File: config.mk
export PLATFORM = sky130hd
export DESIGN_NAME = lsu_flat
export DESIGN_NICKNAME = d
export VERILOG_FILES = /design/src/rtl/lsu_if.sv /design/src/rtl/lsu.sv /design/src/flat_wrapper.sv
export SDC_FILE = /design/constraint.sdc
export NUM_CORES = 1
export LEC_CHECK = 0
export BUFFER_PORTS_ARGS = -buffer_cell sky130_fd_sc_hd__buf_2
export CAP_MARGIN = 0
export CELL_PAD_IN_SITES_DETAIL_PLACEMENT = 1
export CELL_PAD_IN_SITES_GLOBAL_PLACEMENT = 1
export CORE_MARGIN = 2
export CORE_UTILIZATION = 34
export CTS_CLUSTER_SIZE = 24
export DETAILED_ROUTE_END_ITERATION = 6
export GPL_ROUTABILITY_DRIVEN = 1
export PLACE_DENSITY_LB_ADDON = 0.1
export RECOVER_POWER = 100
export SLEW_MARGIN = 20
export SYNTH_ARGS = -nofsm -noshare
export SYNTH_HDL_FRONTEND = slang
export SYNTH_SLANG_ARGS = --single-unit
File: constraint.sdc
create_clock -name clk -period 1.95 [get_ports clk]
set_input_delay 0.39 -clock clk [delete_from_list [all_inputs] [get_ports clk]]
set_output_delay 0.39 -clock clk [all_outputs]
set_load 0.005 [all_outputs]
File: src/rtl/lsu_if.sv
// Core-request / bus handshake bundle for the load-store unit.
// The slave modport is the LSU's view; master is the core-and-memory side.
interface lsu_if #(
  parameter int XLEN   = 32,
  parameter int ADDR_W = 15
);
  logic              req_valid;
  logic              req_ready;
  logic              req_we;
  logic [2:0]        req_op;
  logic [ADDR_W-1:0] req_addr;
  logic [XLEN-1:0]   req_wdata;
  logic              resp_valid;
  logic [XLEN-1:0]   resp_rdata;
  logic              resp_err;
  logic              bus_req;
  logic              bus_we;
  logic [ADDR_W-1:0] bus_addr;
  logic [XLEN/8-1:0] bus_be;
  logic [XLEN-1:0]   bus_wdata;
  logic              bus_gnt;
  logic              bus_rvalid;
  logic [XLEN-1:0]   bus_rdata;

  modport slave (
    input  req_valid, req_we, req_op, req_addr, req_wdata,
    input  bus_gnt, bus_rvalid, bus_rdata,
    output req_ready, resp_valid, resp_rdata, resp_err,
    output bus_req, bus_we, bus_addr, bus_be, bus_wdata
  );

  modport master (
    output req_valid, req_we, req_op, req_addr, req_wdata,
    output bus_gnt, bus_rvalid, bus_rdata,
    input  req_ready, resp_valid, resp_rdata, resp_err,
    input  bus_req, bus_we, bus_addr, bus_be, bus_wdata
  );
endinterface

File: src/rtl/lsu.sv
// Load-store unit: one outstanding access, lane steering, load extension, rvalid timeout.
// Optional LSU_MISALIGN_TRAP_EN: reject misaligned H/W/D accesses instead of aligning them down.
module lsu #(
  parameter int XLEN    = 32,
  parameter int ADDR_W  = 15,
  parameter int TIMEOUT = 16
) (
  input logic   clk,
  input logic   rst_n,
  lsu_if.slave  io
);
  localparam int NB   = XLEN / 8;
  localparam int OFFW = $clog2(NB);
  localparam int CNTW = $clog2(TIMEOUT + 1);

  typedef enum logic [1:0] {IDLE, REQ, WAIT, DONE} state_t;

  state_t            state_reg;
  logic              req_ready_reg;
  logic              resp_valid_reg;
  logic              resp_err_reg;
  logic [XLEN-1:0]   resp_rdata_reg;
  logic              bus_req_reg;
  logic              bus_we_reg;
  logic [ADDR_W-1:0] bus_addr_reg;
  logic [NB-1:0]     bus_be_reg;
  logic [XLEN-1:0]   bus_wdata_reg;
  logic [2:0]        op_reg;
  logic [OFFW-1:0]   off_reg;
  logic [CNTW-1:0]   cnt_reg;

  logic [1:0]        size_lg;
  logic [OFFW-1:0]   size_mask;
  logic [OFFW-1:0]   req_off;
  logic [OFFW-1:0]   off_al;
  logic [NB-1:0]     be_next;
  logic [XLEN-1:0]   wdata_rep;
  logic              illegal_op;
  logic              reject;
  logic [XLEN-1:0]   rd_shift;
  logic [XLEN-1:0]   load_ext;

  assign size_lg    = io.req_op[1:0];
  assign size_mask  = OFFW'((32'd1 << size_lg) - 32'd1);
  assign req_off    = io.req_addr[OFFW-1:0];
  assign off_al     = req_off & ~size_mask;
  assign be_next    = NB'((32'd1 << (32'd1 << size_lg)) - 32'd1) << off_al;
  assign illegal_op = (io.req_op == 3'b111) || (io.req_we && io.req_op[2]) ||
                      ((XLEN == 32) && (io.req_op == 3'b011 || io.req_op == 3'b110));

`ifdef LSU_MISALIGN_TRAP_EN
  assign reject = illegal_op || (|(req_off & size_mask));
`else
  assign reject = illegal_op;
`endif

  // Each byte lane takes the source byte at (lane index modulo access size).
  generate
    for (genvar gi = 0; gi < NB; gi++) begin : g_lane
      logic [OFFW-1:0] src;
      assign src = OFFW'(gi) & size_mask;
      assign wdata_rep[8*gi +: 8] = io.req_wdata[{src, 3'b000} +: 8];
    end
  endgenerate

  assign rd_shift = io.bus_rdata >> {off_reg, 3'b000};

  always_comb begin
    load_ext = rd_shift;
    case (op_reg)
      3'b000:  load_ext = XLEN'($signed(rd_shift[7:0]));
      3'b001:  load_ext = XLEN'($signed(rd_shift[15:0]));
      3'b010:  load_ext = XLEN'($signed(rd_shift[31:0]));
      3'b100:  load_ext = XLEN'(rd_shift[7:0]);
      3'b101:  load_ext = XLEN'(rd_shift[15:0]);
      3'b110:  load_ext = XLEN'(rd_shift[31:0]);
      default: load_ext = rd_shift;
    endcase
  end

  always_ff @(posedge clk or negedge rst_n) begin
    if (!rst_n) begin
      state_reg      <= IDLE;
      req_ready_reg  <= 1'b1;
      resp_valid_reg <= 1'b0;
      resp_err_reg   <= 1'b0;
      resp_rdata_reg <= '0;
      bus_req_reg    <= 1'b0;
      bus_we_reg     <= 1'b0;
      bus_addr_reg   <= '0;
      bus_be_reg     <= '0;
      bus_wdata_reg  <= '0;
      op_reg         <= '0;
      off_reg        <= '0;
      cnt_reg        <= '0;
    end else begin
      case (state_reg)
        IDLE: begin
          if (io.req_valid) begin
            req_ready_reg <= 1'b0;
            op_reg        <= io.req_op;
            off_reg       <= off_al;
            if (reject) begin
              state_reg      <= DONE;
              resp_valid_reg <= 1'b1;
              resp_err_reg   <= 1'b1;
            end else begin
              state_reg     <= REQ;
              bus_req_reg   <= 1'b1;
              bus_we_reg    <= io.req_we;
              bus_addr_reg  <= {io.req_addr[ADDR_W-1:OFFW], {OFFW{1'b0}}};
              bus_be_reg    <= be_next;
              bus_wdata_reg <= io.req_we ? wdata_rep : '0;
            end
          end
        end
        REQ: begin
          if (io.bus_gnt) begin
            bus_req_reg   <= 1'b0;
            bus_we_reg    <= 1'b0;
            bus_be_reg    <= '0;
            bus_wdata_reg <= '0;
            if (bus_we_reg) begin
              state_reg      <= DONE;
              resp_valid_reg <= 1'b1;
            end else begin
              state_reg <= WAIT;
              cnt_reg   <= '0;
            end
          end
        end
        WAIT: begin
          if (io.bus_rvalid) begin
            state_reg      <= DONE;
            resp_valid_reg <= 1'b1;
            resp_rdata_reg <= load_ext;
          end else if (cnt_reg == CNTW'(TIMEOUT - 1)) begin
            state_reg      <= DONE;
            resp_valid_reg <= 1'b1;
            resp_err_reg   <= 1'b1;
          end else begin
            cnt_reg <= cnt_reg + 1'b1;
          end
        end
        DONE: begin
          state_reg      <= IDLE;
          req_ready_reg  <= 1'b1;
          resp_valid_reg <= 1'b0;
          resp_err_reg   <= 1'b0;
          resp_rdata_reg <= '0;
        end
        default: state_reg <= IDLE;
      endcase
    end
  end

  assign io.req_ready  = req_ready_reg;
  assign io.resp_valid = resp_valid_reg;
  assign io.resp_err   = resp_err_reg;
  assign io.resp_rdata = resp_rdata_reg;
  assign io.bus_req    = bus_req_reg;
  assign io.bus_we     = bus_we_reg;
  assign io.bus_addr   = bus_addr_reg;
  assign io.bus_be     = bus_be_reg;
  assign io.bus_wdata  = bus_wdata_reg;
endmodule

File: src/flat_wrapper.sv
// flat-port wrapper written by rule: the top's interface ports become plain ports
module lsu_flat 
#(
  parameter int XLEN    = 32,
  parameter int ADDR_W  = 15,
  parameter int TIMEOUT = 16
)
  (clk, rst_n, io_req_valid, io_req_we, io_req_op, io_req_addr, io_req_wdata, io_bus_gnt, io_bus_rvalid, io_bus_rdata, io_req_ready, io_resp_valid, io_resp_rdata, io_resp_err, io_bus_req, io_bus_we, io_bus_addr, io_bus_be, io_bus_wdata);
  lsu_if #(.XLEN(XLEN), .ADDR_W(ADDR_W)) io_i ();
  input logic clk;
  input logic rst_n;
  input wire logic [$bits(io_i.req_valid)-1:0] io_req_valid;
  input wire logic [$bits(io_i.req_we)-1:0] io_req_we;
  input wire logic [$bits(io_i.req_op)-1:0] io_req_op;
  input wire logic [$bits(io_i.req_addr)-1:0] io_req_addr;
  input wire logic [$bits(io_i.req_wdata)-1:0] io_req_wdata;
  input wire logic [$bits(io_i.bus_gnt)-1:0] io_bus_gnt;
  input wire logic [$bits(io_i.bus_rvalid)-1:0] io_bus_rvalid;
  input wire logic [$bits(io_i.bus_rdata)-1:0] io_bus_rdata;
  output wire logic [$bits(io_i.req_ready)-1:0] io_req_ready;
  output wire logic [$bits(io_i.resp_valid)-1:0] io_resp_valid;
  output wire logic [$bits(io_i.resp_rdata)-1:0] io_resp_rdata;
  output wire logic [$bits(io_i.resp_err)-1:0] io_resp_err;
  output wire logic [$bits(io_i.bus_req)-1:0] io_bus_req;
  output wire logic [$bits(io_i.bus_we)-1:0] io_bus_we;
  output wire logic [$bits(io_i.bus_addr)-1:0] io_bus_addr;
  output wire logic [$bits(io_i.bus_be)-1:0] io_bus_be;
  output wire logic [$bits(io_i.bus_wdata)-1:0] io_bus_wdata;
  assign io_i.req_valid = io_req_valid;
  assign io_i.req_we = io_req_we;
  assign io_i.req_op = io_req_op;
  assign io_i.req_addr = io_req_addr;
  assign io_i.req_wdata = io_req_wdata;
  assign io_i.bus_gnt = io_bus_gnt;
  assign io_i.bus_rvalid = io_bus_rvalid;
  assign io_i.bus_rdata = io_bus_rdata;
  assign io_req_ready = io_i.req_ready;
  assign io_resp_valid = io_i.resp_valid;
  assign io_resp_rdata = io_i.resp_rdata;
  assign io_resp_err = io_i.resp_err;
  assign io_bus_req = io_i.bus_req;
  assign io_bus_we = io_i.bus_we;
  assign io_bus_addr = io_i.bus_addr;
  assign io_bus_be = io_i.bus_be;
  assign io_bus_wdata = io_i.bus_wdata;
  lsu #(.XLEN(XLEN), .ADDR_W(ADDR_W), .TIMEOUT(TIMEOUT)) u_core (.clk(clk), .rst_n(rst_n), .io(io_i));
endmodule
==> impl_results.md <==
- Status: complete, no violations
- Worst-Margin Slew: 0.589 ns
- Placeable core area: 0.0139 mm²
- Critical Path End Type: flop
- Part of the power in combinational logic: 0.424
- Routed WL: 14.4 mm
- WP data arrival: 2.16 ns
- Fin Clk Skew: 0.00777 ns
- Root buffer cell: clkbuf_16
- CP Class: flop to flop
- WHS Path Cells: 2
- Layout cells sized above 1: 0.349
- Top-count cell post-synth: dfrtp_1
- Chip Height: 123 µm
- RePlAce Congestion: 0.777
- Max Freq: 533 MHz
- Hold Crit Class: input pin to flop
- CTS Buf Count: 9
- Die area: 0.0152 mm²
- Placed Cells: 766
- Placed Area: 0.00605 mm²
- RSZ-0062 raised after global routing: no
- Worst reg2reg startpoint: u_core.off_reg[0]
- Largest net degree at the start of global routing: 43
- Hold Crit Endpoint: u_core.io.bus_addr[7]
- Maximum VDD drop: 516 µV
- # rows: 43
- Clock Pin Slew Worst Setup and Hold Paths: 0.06 ns
- Mapped Avg Cell Area: 11.5 µm²
- CTS Sinks: 98
- Nets: 694
- Lkg Pwr: 3.01 nW
- Final instance area: 0.00625 mm²
- FF-to-FF End: u_core.io.resp_rdata[19]
- Max-cap viol count: 0
- Reg2Reg Depth: 5
- Internal: 5.47 mW
- Worst Path Max Fanout: 16
- Crit share post-route: 0.963
- Pins Over Slew Limit: 0
- Total track usage: 0.194
- Cell Area, Synth: 0.00485 mm²
- Slew headroom: 0.607
- ANT nets after route: 0
- Dominant synthesized flop cell: dfrtp_1
- HPWL after DPL: 10.7 mm
- Reg-to-reg slack, setup: 0.07 ns
- Total power: 8.62 mW
- Longest Clk Path Bufs: 2
- Final setup fails: 0
- Register area share after synthesis: 0.506
- CTS H-tree lvls: 3
- Nature of the critical path startpoint: flop
- Uppermost layer routed: met5
- Metal-1 WL: 6.01 mm
- Iter 0 DRT Violations: 165
- Seq pwr share: 0.372
- Wire length of the first global-routing pass: 22.4 mm
- Via density: 5.17
- Largest cells by area after synthesis: dfrtp_1 (50%), mux2i_1 (9.5%), mux2_2 (6.0%)
- Antenna cell count: 0
- Synth warnings: 0
- Area leader, netlist: dfrtp_1
- Power share of the clock group: 0.203
- Fin. Hold Viols: 0
- Avg WL per Cell: 18.4 µm
- Top post-synthesis cells by count: dfrtp_1 (97), mux2i_1 (46), o21ai_0 (37), nand2_1 (30), mux2_2 (26)
- Residual DRC: 0
- 1st-pass router iterations: 4
- Vias in the first global route: 4244
- Async S/R FF share, synth: 1.00
- CTS tree: built
- Cells after synthesis: 422
- FF+latch count, synth: 98
- Synth unique cells: 48
- Overflow after GRT: 0
- Area growth from synthesis to layout: 29.0%
- HP Start: io_req_addr[7]
- Vias: 4060
- PD cells: 1380 mW/mm²
- Port bufs: 173
- Required time worst endpoint: 2.23 ns
- Initial antenna violation count: 1
- Final std cells w/o fill: 785
- Met2 wire length: 7.04 mm
- Later-pin clock latency in the skew report: 0.35 ns
- # IOs: 176
- Min Tclk post-route: 1.88 ns
- Switching pwr: 3.15 mW
- Sum Neg Setup Slack: 0 ns
- Initial Utilization: 0.349
- Fraction of power spent switching nets: 0.365
- Die Wd: 123 µm
- Post-synth EDFFs: 0
- Area share of the leading cell type in the synthesized netlist: 0.501
- Routed wl met3: 1.07 mm
## cell type report
| class | count | area, µm² |
|---|---|---|
| fillers | 1615 | 7630 |
| flip-flops and latches | 98 | 2450 |
| clock buffers | 13 | 240 |
| repair buffers | 200 | 1040 |
| multi-input cells | 282 | 2220 |
| well taps | 180 | 225 |
| clock inverters | 3 | 42.5 |
| inverters | 9 | 33.8 |
## metrics by stage
step | hold WS, ns | utilization | setup slack, ns
5_1_grt | 0.262 | 0.450 | 0.00437
6_report | 0.273 | 0.450 | 0.0726
3_5_place_dp | 0.317 | 0.436 | -0.0301
2_1_floorplan | 0.0944 | - | 0.00289
3_3_place_gp | 0.312 | 0.436 | 0.0614
4_1_cts | 0.260 | 0.458 | 0.00249
## per-layer routing
layer	track usage	vias to the layer above
met4	0.0668	2
met3	0.0530	15
met5	0	-
met1	0.234	2013
met2	0.332	128
li1	-	1902
## critical path, stage by stage, from the launching register on
cell	delay [ns]
dfrtp_1	0.58
mux2i_1	0.18
mux4_2	0.51
nor4_4	0.23
buf_12	0.19
a221o_1	0.12
## timing repair
item	in CTS	in global routing
setup buffers	0	2
setup endpoints to repair	11	7
pin swaps	0	1
gates resized for setup	4	6
hold endpoints to repair	21	0
hold buffers	1	0
## power by group through the flow
stage / clock [mW] / sequential [mW] / combinational (mW)
2_1_floorplan: 0 / 3.20 / 2.26
3_3_place_gp: 0 / 3.20 / 3.77
3_5_place_dp: 0 / 3.24 / 3.87
4_1_cts: 1.81 / 3.22 / 3.88
5_1_grt: 1.90 / 3.30 / 4.07
6_report: 1.75 / 3.21 / 3.66
## cells in the final DEF (no fill, tap or decap), drive strengths merged, types with 3 or more instances in the layout
cell type and n:
buf 138, dfrtp 97, clkbuf 74, mux2i 46, o21ai 37, nand2 31, mux2 26, a21oi 19
a22o 16, o2bb2ai 16, nor2 15, a221o 15, inv 9, nand3b 8, a21o 6, ha 6
nand2b 5, nor2b 4, nor4 3, or2 3, nor3b 3
## kinds of logic after synthesis
kind of cell               after synthesis  share of synthesized area
AOI/OAI and AO/OA                      121                      0.178
DFF                                     98                      0.506
and+or+nand+nor                         79                     0.0919
muxes                                   74                      0.165
buffers and inverters                   43                     0.0428
adders and majority gates                6                     0.0155
other                                    1                   0.000774
## how the worst max path moves through the flow
stage / start / end / cells after the start
floorplan: u_core.state_reg[0] / u_core.io.bus_be[0] / 10
global placement: u_core.cnt_reg[0] / u_core.cnt_reg[3] / 7
detailed placement: u_core.cnt_reg[0] / u_core.cnt_reg[3] / 7
CTS: u_core.cnt_reg[0] / u_core.cnt_reg[3] / 7
global route: u_core.cnt_reg[0] / u_core.cnt_reg[3] / 7
finish: u_core.off_reg[0] / u_core.io.resp_rdata[19] / 5
(Power assumes the default switching activity.)
